--- config.mk ---
export PLATFORM = sky130hd
export DESIGN_NAME = swath_sequencer_flat
export DESIGN_NICKNAME = d
export VERILOG_FILES = /design/src/rtl/swath_sequencer_if.sv /design/src/rtl/swath_sequencer.sv /design/src/flat_wrapper.sv
export SDC_FILE = /design/constraint.sdc
export NUM_CORES = 2
export LEC_CHECK = 0
export ABC_AREA = 1
export CAP_MARGIN = 30
export CORE_MARGIN = 4
export CORE_UTILIZATION = 55
export DETAILED_ROUTE_END_ITERATION = 10
export GPL_TIMING_DRIVEN = 0
export PLACE_DENSITY = 0.73
export SETUP_SLACK_MARGIN = 0.1
export SLEW_MARGIN = 10
export SYNTH_ARGS = -nofsm -noshare
export SYNTH_HDL_FRONTEND = slang
export SYNTH_SLANG_ARGS = --single-unit
--- constraint.sdc ---
create_clock -name clk48mhz -period 74.8 [get_ports clk48mhz]
set_input_delay 7.48 -clock clk48mhz [delete_from_list [all_inputs] [get_ports clk48mhz]]
set_output_delay 7.48 -clock clk48mhz [all_outputs]
set_load 0.01 [all_outputs]
--- src/rtl/swath_sequencer_if.sv ---
// Swath sequencer bus: table write port, sequence control,
// print-engine handshake and per-swath parameter outputs.
interface swath_sequencer_if;
  logic        tbl_wr;
  logic [2:0]  tbl_addr;
  logic [1:0]  tbl_field;
  logic [31:0] tbl_wdata;
  logic        seq_go;
  logic        seq_abort;
  logic [3:0]  num_swaths;
  logic [31:0] gap_reg;
  logic        print_active;
  logic        jet_enable;
  logic        start_pulse;
  logic [31:0] length_reg;
  logic [31:0] divider_reg;
  logic [31:0] delay_reg;
  logic [15:0] adjust_column;
  logic        seq_busy;
  logic [2:0]  swath_index;
  logic        swath_done;
  logic        seq_done;
  logic        seq_aborted;
  logic        timeout_err;

  modport master (
    output tbl_wr, tbl_addr, tbl_field, tbl_wdata,
    output seq_go, seq_abort, num_swaths, gap_reg,
    output print_active,
    input  jet_enable, start_pulse,
    input  length_reg, divider_reg, delay_reg,
    input  adjust_column, seq_busy, swath_index,
    input  swath_done, seq_done, seq_aborted,
    input  timeout_err
  );

  modport slave (
    input  tbl_wr, tbl_addr, tbl_field, tbl_wdata,
    input  seq_go, seq_abort, num_swaths, gap_reg,
    input  print_active,
    output jet_enable, start_pulse,
    output length_reg, divider_reg, delay_reg,
    output adjust_column, seq_busy, swath_index,
    output swath_done, seq_done, seq_aborted,
    output timeout_err
  );
endinterface

--- src/rtl/swath_sequencer.sv ---
// Swath sequencer: 8-entry swath table driving an arm/start/run/gap FSM.
// Define SWATH_TIMEOUT_EN to compile in the WAIT_ACT watchdog (ERR state).
module swath_sequencer #(
  parameter int unsigned TIMEOUT_CYCLES = 4800,
  parameter int unsigned ARM_CYCLES     = 2
) (
  input logic              clk48mhz,
  input logic              rst,
  swath_sequencer_if.slave bus
);

`ifdef SWATH_TIMEOUT_EN
  localparam bit TO_EN = 1'b1;
`else
  localparam bit TO_EN = 1'b0;
`endif

  typedef enum logic [2:0] {
    IDLE, LOAD, ARM, START, WAIT_ACT, RUN, GAP, ERR
  } state_t;

  state_t      state;
  logic [31:0] cnt;
  logic [31:0] cnt_inc;
  logic [2:0]  idx;
  logic [2:0]  last;
  logic        jet_q;
  logic        sp_q;
  logic        busy_q;
  logic        sd_q;
  logic        qd_q;
  logic        ab_q;
  logic        terr_q;
  logic [31:0] len_q;
  logic [31:0] div_q;
  logic [31:0] dly_q;
  logic [15:0] adj_q;

  logic [31:0] t_len [8];
  logic [31:0] t_div [8];
  logic [31:0] t_dly [8];
  logic [15:0] t_adj [8];
  logic        wr_ok;

  // the entry being played out is frozen while the sequence runs
  assign wr_ok = bus.tbl_wr &&
                 !(busy_q && bus.tbl_addr == idx);

  always_ff @(posedge clk48mhz or posedge rst) begin
    if (rst) begin
      for (int i = 0; i < 8; i++) begin
        t_len[i] <= '0;
        t_div[i] <= '0;
        t_dly[i] <= '0;
        t_adj[i] <= '0;
      end
    end else if (wr_ok) begin
      unique case (bus.tbl_field)
        2'd0: t_len[bus.tbl_addr] <= bus.tbl_wdata;
        2'd1: t_div[bus.tbl_addr] <= bus.tbl_wdata;
        2'd2: t_dly[bus.tbl_addr] <= bus.tbl_wdata;
        2'd3: t_adj[bus.tbl_addr] <= bus.tbl_wdata[15:0];
      endcase
    end
  end

  assign cnt_inc = (cnt == '1) ? cnt : cnt + 32'd1;

  always_ff @(posedge clk48mhz or posedge rst) begin
    if (rst) begin
      state  <= IDLE;
      cnt    <= '0;
      idx    <= '0;
      last   <= '0;
      jet_q  <= 1'b0;
      sp_q   <= 1'b0;
      busy_q <= 1'b0;
      sd_q   <= 1'b0;
      qd_q   <= 1'b0;
      ab_q   <= 1'b0;
      terr_q <= 1'b0;
      len_q  <= '0;
      div_q  <= '0;
      dly_q  <= '0;
      adj_q  <= '0;
    end else begin
      sp_q <= 1'b0;
      sd_q <= 1'b0;
      qd_q <= 1'b0;
      ab_q <= 1'b0;
      if (bus.seq_abort && state != IDLE) begin
        state  <= IDLE;
        cnt    <= '0;
        jet_q  <= 1'b0;
        busy_q <= 1'b0;
        ab_q   <= 1'b1;
      end else begin
        unique case (state)
          IDLE, ERR: begin
            if (bus.seq_go && !bus.seq_abort) begin
              terr_q <= 1'b0;
              if (bus.num_swaths == 4'd0) begin
                qd_q  <= 1'b1;
                state <= IDLE;
              end else begin
                state  <= LOAD;
                idx    <= '0;
                busy_q <= 1'b1;
                last   <= (bus.num_swaths > 4'd8) ? 3'd7
                        : 3'(bus.num_swaths - 4'd1);
              end
            end
          end
          LOAD: begin
            len_q <= t_len[idx];
            div_q <= t_div[idx];
            dly_q <= t_dly[idx];
            adj_q <= t_adj[idx];
            jet_q <= 1'b1;
            cnt   <= '0;
            state <= ARM;
          end
          ARM: begin
            if ({1'b0, cnt} + 33'd1 >= 33'(ARM_CYCLES)) begin
              sp_q  <= 1'b1;
              cnt   <= '0;
              state <= START;
            end else begin
              cnt <= cnt_inc;
            end
          end
          START: begin
            cnt   <= cnt_inc;
            state <= WAIT_ACT;
          end
          // cnt holds cycles elapsed since start_pulse
          WAIT_ACT: begin
            if (bus.print_active) begin
              cnt   <= '0;
              state <= RUN;
            end else if (TO_EN &&
                {1'b0, cnt} + 33'd1 >= 33'(TIMEOUT_CYCLES)) begin
              jet_q  <= 1'b0;
              busy_q <= 1'b0;
              terr_q <= 1'b1;
              state  <= ERR;
            end else begin
              cnt <= cnt_inc;
            end
          end
          RUN: begin
            if (!bus.print_active) begin
              sd_q  <= 1'b1;
              jet_q <= 1'b0;
              cnt   <= '0;
              if (idx == last) begin
                qd_q   <= 1'b1;
                busy_q <= 1'b0;
                state  <= IDLE;
              end else begin
                state <= GAP;
              end
            end
          end
          GAP: begin
            if (cnt >= bus.gap_reg) begin
              idx   <= idx + 3'd1;
              state <= LOAD;
            end else begin
              cnt <= cnt_inc;
            end
          end
          default: state <= IDLE;
        endcase
      end
    end
  end

  assign bus.jet_enable    = jet_q;
  assign bus.start_pulse   = sp_q;
  assign bus.length_reg    = len_q;
  assign bus.divider_reg   = div_q;
  assign bus.delay_reg     = dly_q;
  assign bus.adjust_column = adj_q;
  assign bus.seq_busy      = busy_q;
  assign bus.swath_index   = idx;
  assign bus.swath_done    = sd_q;
  assign bus.seq_done      = qd_q;
  assign bus.seq_aborted   = ab_q;
  assign bus.timeout_err   = TO_EN ? terr_q : 1'b0;

endmodule

--- src/flat_wrapper.sv ---
// flat-port wrapper written by rule: the top's interface ports become plain ports
module swath_sequencer_flat 
#(
  parameter int unsigned TIMEOUT_CYCLES = 4800,
  parameter int unsigned ARM_CYCLES     = 2
)
  (clk48mhz, rst, bus_tbl_wr, bus_tbl_addr, bus_tbl_field, bus_tbl_wdata, bus_seq_go, bus_seq_abort, bus_num_swaths, bus_gap_reg, bus_print_active, bus_jet_enable, bus_start_pulse, bus_length_reg, bus_divider_reg, bus_delay_reg, bus_adjust_column, bus_seq_busy, bus_swath_index, bus_swath_done, bus_seq_done, bus_seq_aborted, bus_timeout_err);
  swath_sequencer_if bus_i ();
  input logic clk48mhz;
  input logic rst;
  input wire logic [$bits(bus_i.tbl_wr)-1:0] bus_tbl_wr;
  input wire logic [$bits(bus_i.tbl_addr)-1:0] bus_tbl_addr;
  input wire logic [$bits(bus_i.tbl_field)-1:0] bus_tbl_field;
  input wire logic [$bits(bus_i.tbl_wdata)-1:0] bus_tbl_wdata;
  input wire logic [$bits(bus_i.seq_go)-1:0] bus_seq_go;
  input wire logic [$bits(bus_i.seq_abort)-1:0] bus_seq_abort;
  input wire logic [$bits(bus_i.num_swaths)-1:0] bus_num_swaths;
  input wire logic [$bits(bus_i.gap_reg)-1:0] bus_gap_reg;
  input wire logic [$bits(bus_i.print_active)-1:0] bus_print_active;
  output wire logic [$bits(bus_i.jet_enable)-1:0] bus_jet_enable;
  output wire logic [$bits(bus_i.start_pulse)-1:0] bus_start_pulse;
  output wire logic [$bits(bus_i.length_reg)-1:0] bus_length_reg;
  output wire logic [$bits(bus_i.divider_reg)-1:0] bus_divider_reg;
  output wire logic [$bits(bus_i.delay_reg)-1:0] bus_delay_reg;
  output wire logic [$bits(bus_i.adjust_column)-1:0] bus_adjust_column;
  output wire logic [$bits(bus_i.seq_busy)-1:0] bus_seq_busy;
  output wire logic [$bits(bus_i.swath_index)-1:0] bus_swath_index;
  output wire logic [$bits(bus_i.swath_done)-1:0] bus_swath_done;
  output wire logic [$bits(bus_i.seq_done)-1:0] bus_seq_done;
  output wire logic [$bits(bus_i.seq_aborted)-1:0] bus_seq_aborted;
  output wire logic [$bits(bus_i.timeout_err)-1:0] bus_timeout_err;
  assign bus_i.tbl_wr = bus_tbl_wr;
  assign bus_i.tbl_addr = bus_tbl_addr;
  assign bus_i.tbl_field = bus_tbl_field;
  assign bus_i.tbl_wdata = bus_tbl_wdata;
  assign bus_i.seq_go = bus_seq_go;
  assign bus_i.seq_abort = bus_seq_abort;
  assign bus_i.num_swaths = bus_num_swaths;
  assign bus_i.gap_reg = bus_gap_reg;
  assign bus_i.print_active = bus_print_active;
  assign bus_jet_enable = bus_i.jet_enable;
  assign bus_start_pulse = bus_i.start_pulse;
  assign bus_length_reg = bus_i.length_reg;
  assign bus_divider_reg = bus_i.divider_reg;
  assign bus_delay_reg = bus_i.delay_reg;
  assign bus_adjust_column = bus_i.adjust_column;
  assign bus_seq_busy = bus_i.seq_busy;
  assign bus_swath_index = bus_i.swath_index;
  assign bus_swath_done = bus_i.swath_done;
  assign bus_seq_done = bus_i.seq_done;
  assign bus_seq_aborted = bus_i.seq_aborted;
  assign bus_timeout_err = bus_i.timeout_err;
  swath_sequencer #(.TIMEOUT_CYCLES(TIMEOUT_CYCLES), .ARM_CYCLES(ARM_CYCLES)) u_core (.clk48mhz(clk48mhz), .rst(rst), .bus(bus_i));
endmodule
==> results_tabular.tex <==
\begin{tabular}{lr}
\hline
Metric & Value \\
\hline
\multicolumn{2}{l}{\textbf{Synthesis}} \\
\quad Biggest area contributors in the synthesized netlist & sky130\_fd\_sc\_hd\_\_dfrtp\_1, sky130\_fd\_sc\_hd\_\_o21ai\_0, sky130\_fd\_sc\_hd\_\_nand2\_1, sky130\_fd\_sc\_hd\_\_nor2\_1, sky130\_fd\_sc\_hd\_\_clkbuf\_1 \\
\quad Synth unique cells & 43 \\
\quad Number of cells produced by synthesis & 5471 \\
\quad Mean Syn Cell Area & 8.58 µm² \\
\quad Fraction of registers with async set or reset after synthesis & 100\% \\
\quad Post-synth top area share & 56.2\% \\
\quad Cell types with the highest counts after synthesis & sky130\_fd\_sc\_hd\_\_o21ai\_0, sky130\_fd\_sc\_hd\_\_nand2\_1, sky130\_fd\_sc\_hd\_\_dfrtp\_1 \\
\quad Syn nets & 5586 \\
\quad Top cell type by total area after synthesis & sky130\_fd\_sc\_hd\_\_dfrtp\_1 \\
\quad Number of synthesized flops with an enable pin & 0 \\
\quad Post-Synthesis Cell Area & 47000 µm² \\
\quad Top FF cell, synth & sky130\_fd\_sc\_hd\_\_dfrtp\_1 \\
\quad Cell with the most instances after synthesis & sky130\_fd\_sc\_hd\_\_o21ai\_0 \\
\quad Sequential area share after synthesis & 56.2\% \\
\quad Number of synthesized register bits & 1055 \\
\quad Number of warnings printed during yosys synthesis & 0 \\
\multicolumn{2}{l}{\textbf{Power and ir drop}} \\
\quad P\_int & 1.18 mW \\
\quad Comb power frac & 24.4\% \\
\quad VDD IR-drop max & 23.0 µV \\
\quad Switching power summed over all nets & 0.576 mW \\
\quad Proportion of total power due to net switching & 32.8\% \\
\quad Leak pwr & 25.3 nW \\
\quad Clk network pwr share & 31.3\% \\
\quad Power per cell area & 32.2 nW/µm² \\
\quad Power share of the sequential group & 44.3\% \\
\multicolumn{2}{l}{\textbf{Global routing}} \\
\quad Vias in the first global route & 43500 \\
\quad Global-route wire length before repair & 271000 µm \\
\quad Overall Global Routing Usage & 40.0\% \\
\quad Largest net degree at the start of global routing & 116 \\
\quad Initial antenna violation count & 6 \\
\quad Final global-route overflow total & 0 \\
\multicolumn{2}{l}{\textbf{Placed design}} \\
\quad Post-placement cell count & 6831 \\
\quad Hpwl dp & 127000 µm \\
\quad GP Congestion & 0.995 \\
\quad PortBufs & 199 \\
\multicolumn{2}{l}{\textbf{Routing}} \\
\quad Total number of vias & 45100 \\
\quad Number of detailed-route iterations in the first pass & 9 \\
\quad Initial detailed-routing violation count & 6758 \\
\quad Antenna Violating Nets Remaining & 0 \\
\quad Detailed-route wire length per cell & 26.0 µm \\
\quad Remaining DRCs & 0 \\
\quad Total wirelength of the detailed-routed design & 183000 µm \\
\quad Post-detailed-route via-to-cell ratio & 6.41 \\
\multicolumn{2}{l}{\textbf{Job}} \\
\quad Max-capacitance violation count & 0 \\
\multicolumn{2}{l}{\textbf{Timing}} \\
\quad Portion of the clock cycle consumed by the worst path in the final layout & 13.5\% \\
\quad Highest achievable clock rate & 99.4 MHz \\
\quad Final Hold Viols & 0 \\
\quad Clock skew & 0.0358 ns \\
\quad Number of endpoints failing setup at the final stage & 0 \\
\quad Relative slew margins & 20.1\% \\
\quad Total negative setup slack & 0 ns \\
\quad Least-Margin Pin Slew & 1.19 ns \\
\quad Max-slew violation count & 0 \\
\quad Time the worst path needs with I/O delays and setup & 10.06 ns \\
\quad Setup repair after global routing missed its margin & false \\
\multicolumn{2}{l}{\textbf{Worst setup path}} \\
\quad Required @ worst endpoint & 75.33 ns \\
\quad Kind of start point of the critical path & input pin \\
\quad Worst setup path class & input pin to register \\
\quad Number of cells on the worst reg-to-reg path & 8 \\
\quad Slack of the worst reg-to-reg path & 70.86 ns \\
\quad Crit path DAT & 10.60 ns \\
\quad Largest fanout of any net on the critical path & 10 \\
\quad End of the worst register-to-register path & u\_core.bus.delay\_reg[1] \\
\quad RR Startpoint & u\_core.bus.swath\_index[0] \\
\quad Critical Path End Type & register \\
\quad Crit path capture & u\_core.t\_div[196] \\
\quad Crit path from & bus\_tbl\_addr[0] \\
\multicolumn{2}{l}{\textbf{Hold path}} \\
\quad Hold path startpoint & u\_core.bus.delay\_reg[26] \\
\quad Worst min path class & register to register \\
\multicolumn{2}{l}{\textbf{Layout}} \\
\quad Registers with the most flip-flops & u\_core.t\_div x256, u\_core.t\_dly x256, u\_core.t\_len x256 \\
\quad Final std cells w/o fill & 7035 \\
\quad \# nets final & 5933 \\
\quad Area growth from synthesis to layout & 16.2\% \\
\quad Layout cell share with drive strength beyond 1 & 4.80\% \\
\multicolumn{2}{l}{\textbf{CTS}} \\
\quad Resized Gates After CTS & 0 \\
\quad Register clock-pin slew on the reported worst setup and hold paths & 0.06 ns \\
\quad Clock tree sinks & 1055 \\
\quad Skew-Pair Late Insertion Delay & 0.70 ns \\
\quad Clock Tree Buf Depth & 3 \\
\quad Buffer count from post-CTS setup fixing & 0 \\
\quad CTS tree & built \\
\quad Number of buffers inserted during clock tree synthesis & 107 \\
\quad Number of buffers inserted by hold repair at cts & 0 \\
\quad \# H-tree levels & 3 \\
\quad Library cell used as clock root buffer & sky130\_fd\_sc\_hd\_\_clkbuf\_16 \\
\multicolumn{2}{l}{\textbf{Floorplan}} \\
\quad Floorplan core area & 84100 µm² \\
\quad Width of the chip & 300 µm \\
\quad I/O Pins & 201 \\
\quad Die outline area & 90100 µm² \\
\quad Die Ht & 300 µm \\
\quad \# rows & 106 \\
\quad Initial core utilization & 55.8\% \\
\multicolumn{2}{l}{\textbf{Run status}} \\
\quad Result of the run & completed \\
\hline
\end{tabular}
-- cell type report --
type / count / area, µm²
Inverter: 148 / 563
Antenna cell: 3 / 7.51
Clock buffer: 143 / 2980
Timing Repair Buffer: 238 / 2640
Multi-Input combinational cell: 3807 / 18200
Tap cell: 1134 / 1420
Clock inverter: 46 / 532
Buffer: 461 / 1770
Sequential cell: 1055 / 26400
Fill cell: 7274 / 29500
-- cells in the final DEF, fill, tap and decap left out, types with 12 or more instances in the layout --
cell type                            n
sky130_fd_sc_hd__a21oi_1            24
sky130_fd_sc_hd__buf_6              12
sky130_fd_sc_hd__buf_8              14
sky130_fd_sc_hd__clkbuf_1          461
sky130_fd_sc_hd__clkbuf_16         108
sky130_fd_sc_hd__clkbuf_8           15
sky130_fd_sc_hd__clkdlybuf4s50_1   199
sky130_fd_sc_hd__clkinv_2           26
sky130_fd_sc_hd__dfrtp_1          1055
sky130_fd_sc_hd__ha_1               36
sky130_fd_sc_hd__inv_1             137
sky130_fd_sc_hd__nand2_1          1317
sky130_fd_sc_hd__nand2_2            22
sky130_fd_sc_hd__nand3_1           109
sky130_fd_sc_hd__nand3_2            13
sky130_fd_sc_hd__nand4_1            40
sky130_fd_sc_hd__nor2_1            510
sky130_fd_sc_hd__o211ai_1           56
sky130_fd_sc_hd__o21ai_0          1374
sky130_fd_sc_hd__o21ai_1            16
sky130_fd_sc_hd__o221ai_1          170
sky130_fd_sc_hd__o22ai_1            56
-- power groups by stage --
| stage | clock network, mW | logic, mW | registers [mW] |
|---|---|---|---|
| detailed placement | 0 | 0.415 | 0.780 |
| global route | 0.571 | 0.467 | 0.790 |
| CTS | 0.547 | 0.418 | 0.773 |
| floorplan | 0 | 0.224 | 0.782 |
| finish | 0.549 | 0.428 | 0.777 |
| global placement | 0 | 0.401 | 0.782 |
-- worst max-delay path, stage by stage --
cell and delay [ns]:
sky130_fd_sc_hd__clkdlybuf4s50_1 0.59, sky130_fd_sc_hd__inv_2 0.10, sky130_fd_sc_hd__nor3_1 0.87, sky130_fd_sc_hd__nand2_1 0.78, sky130_fd_sc_hd__clkbuf_1 0.52, sky130_fd_sc_hd__nand2_1 0.14, sky130_fd_sc_hd__o21ai_0 0.11
-- logic make-up after synthesis --
group | share of synthesized area (%)
and+or+nand+nor | 17.6
AOI/OAI and AO/OA | 20.1
DFF | 56.2
buffers and inverters | 4.95
adders and majority gates | 0.959
xor gates and xnor gates | 0.224
other | 0.00799
-- worst min path at each step --
stage / slack [ns] / depth (start not counted) / endpoint
after floorplan: 0.45 / 2 / u_core.t_adj[16]
after global placement: 0.46 / 2 / u_core.t_len[211]
after detailed placement: 0.47 / 2 / u_core.bus.divider_reg[19]
after CTS: 0.48 / 2 / u_core.bus.divider_reg[11]
after global routing: 0.49 / 2 / u_core.t_len[46]
final: 0.48 / 2 / u_core.bus.delay_reg[26]
-- per-layer routing --
metal	track usage [%]	vias to the layer above	routed length (µm)
li1	-	19200	-
met1	52.2	21900	66900
met2	56.7	3356	75900
met3	14.4	716	26300
met4	25.8	6	13500
met5	1.19	-	144
-- per-stage QoR --
step	setup WS [ns]	cell area, µm²	hold slack (ns)	total power [mW]	util [%]
global placement	25.76	50400	0.460	1.18	59.9
CTS	64.99	54400	0.482	1.74	64.7
floorplan	37.62	47000	0.448	1.01	-
finish	64.74	54500	0.476	1.75	64.9
global route	64.64	54500	0.493	1.83	64.9
detailed placement	64.26	50900	0.465	1.20	60.5
Note: power is estimated with default switching activity, not from simulation.
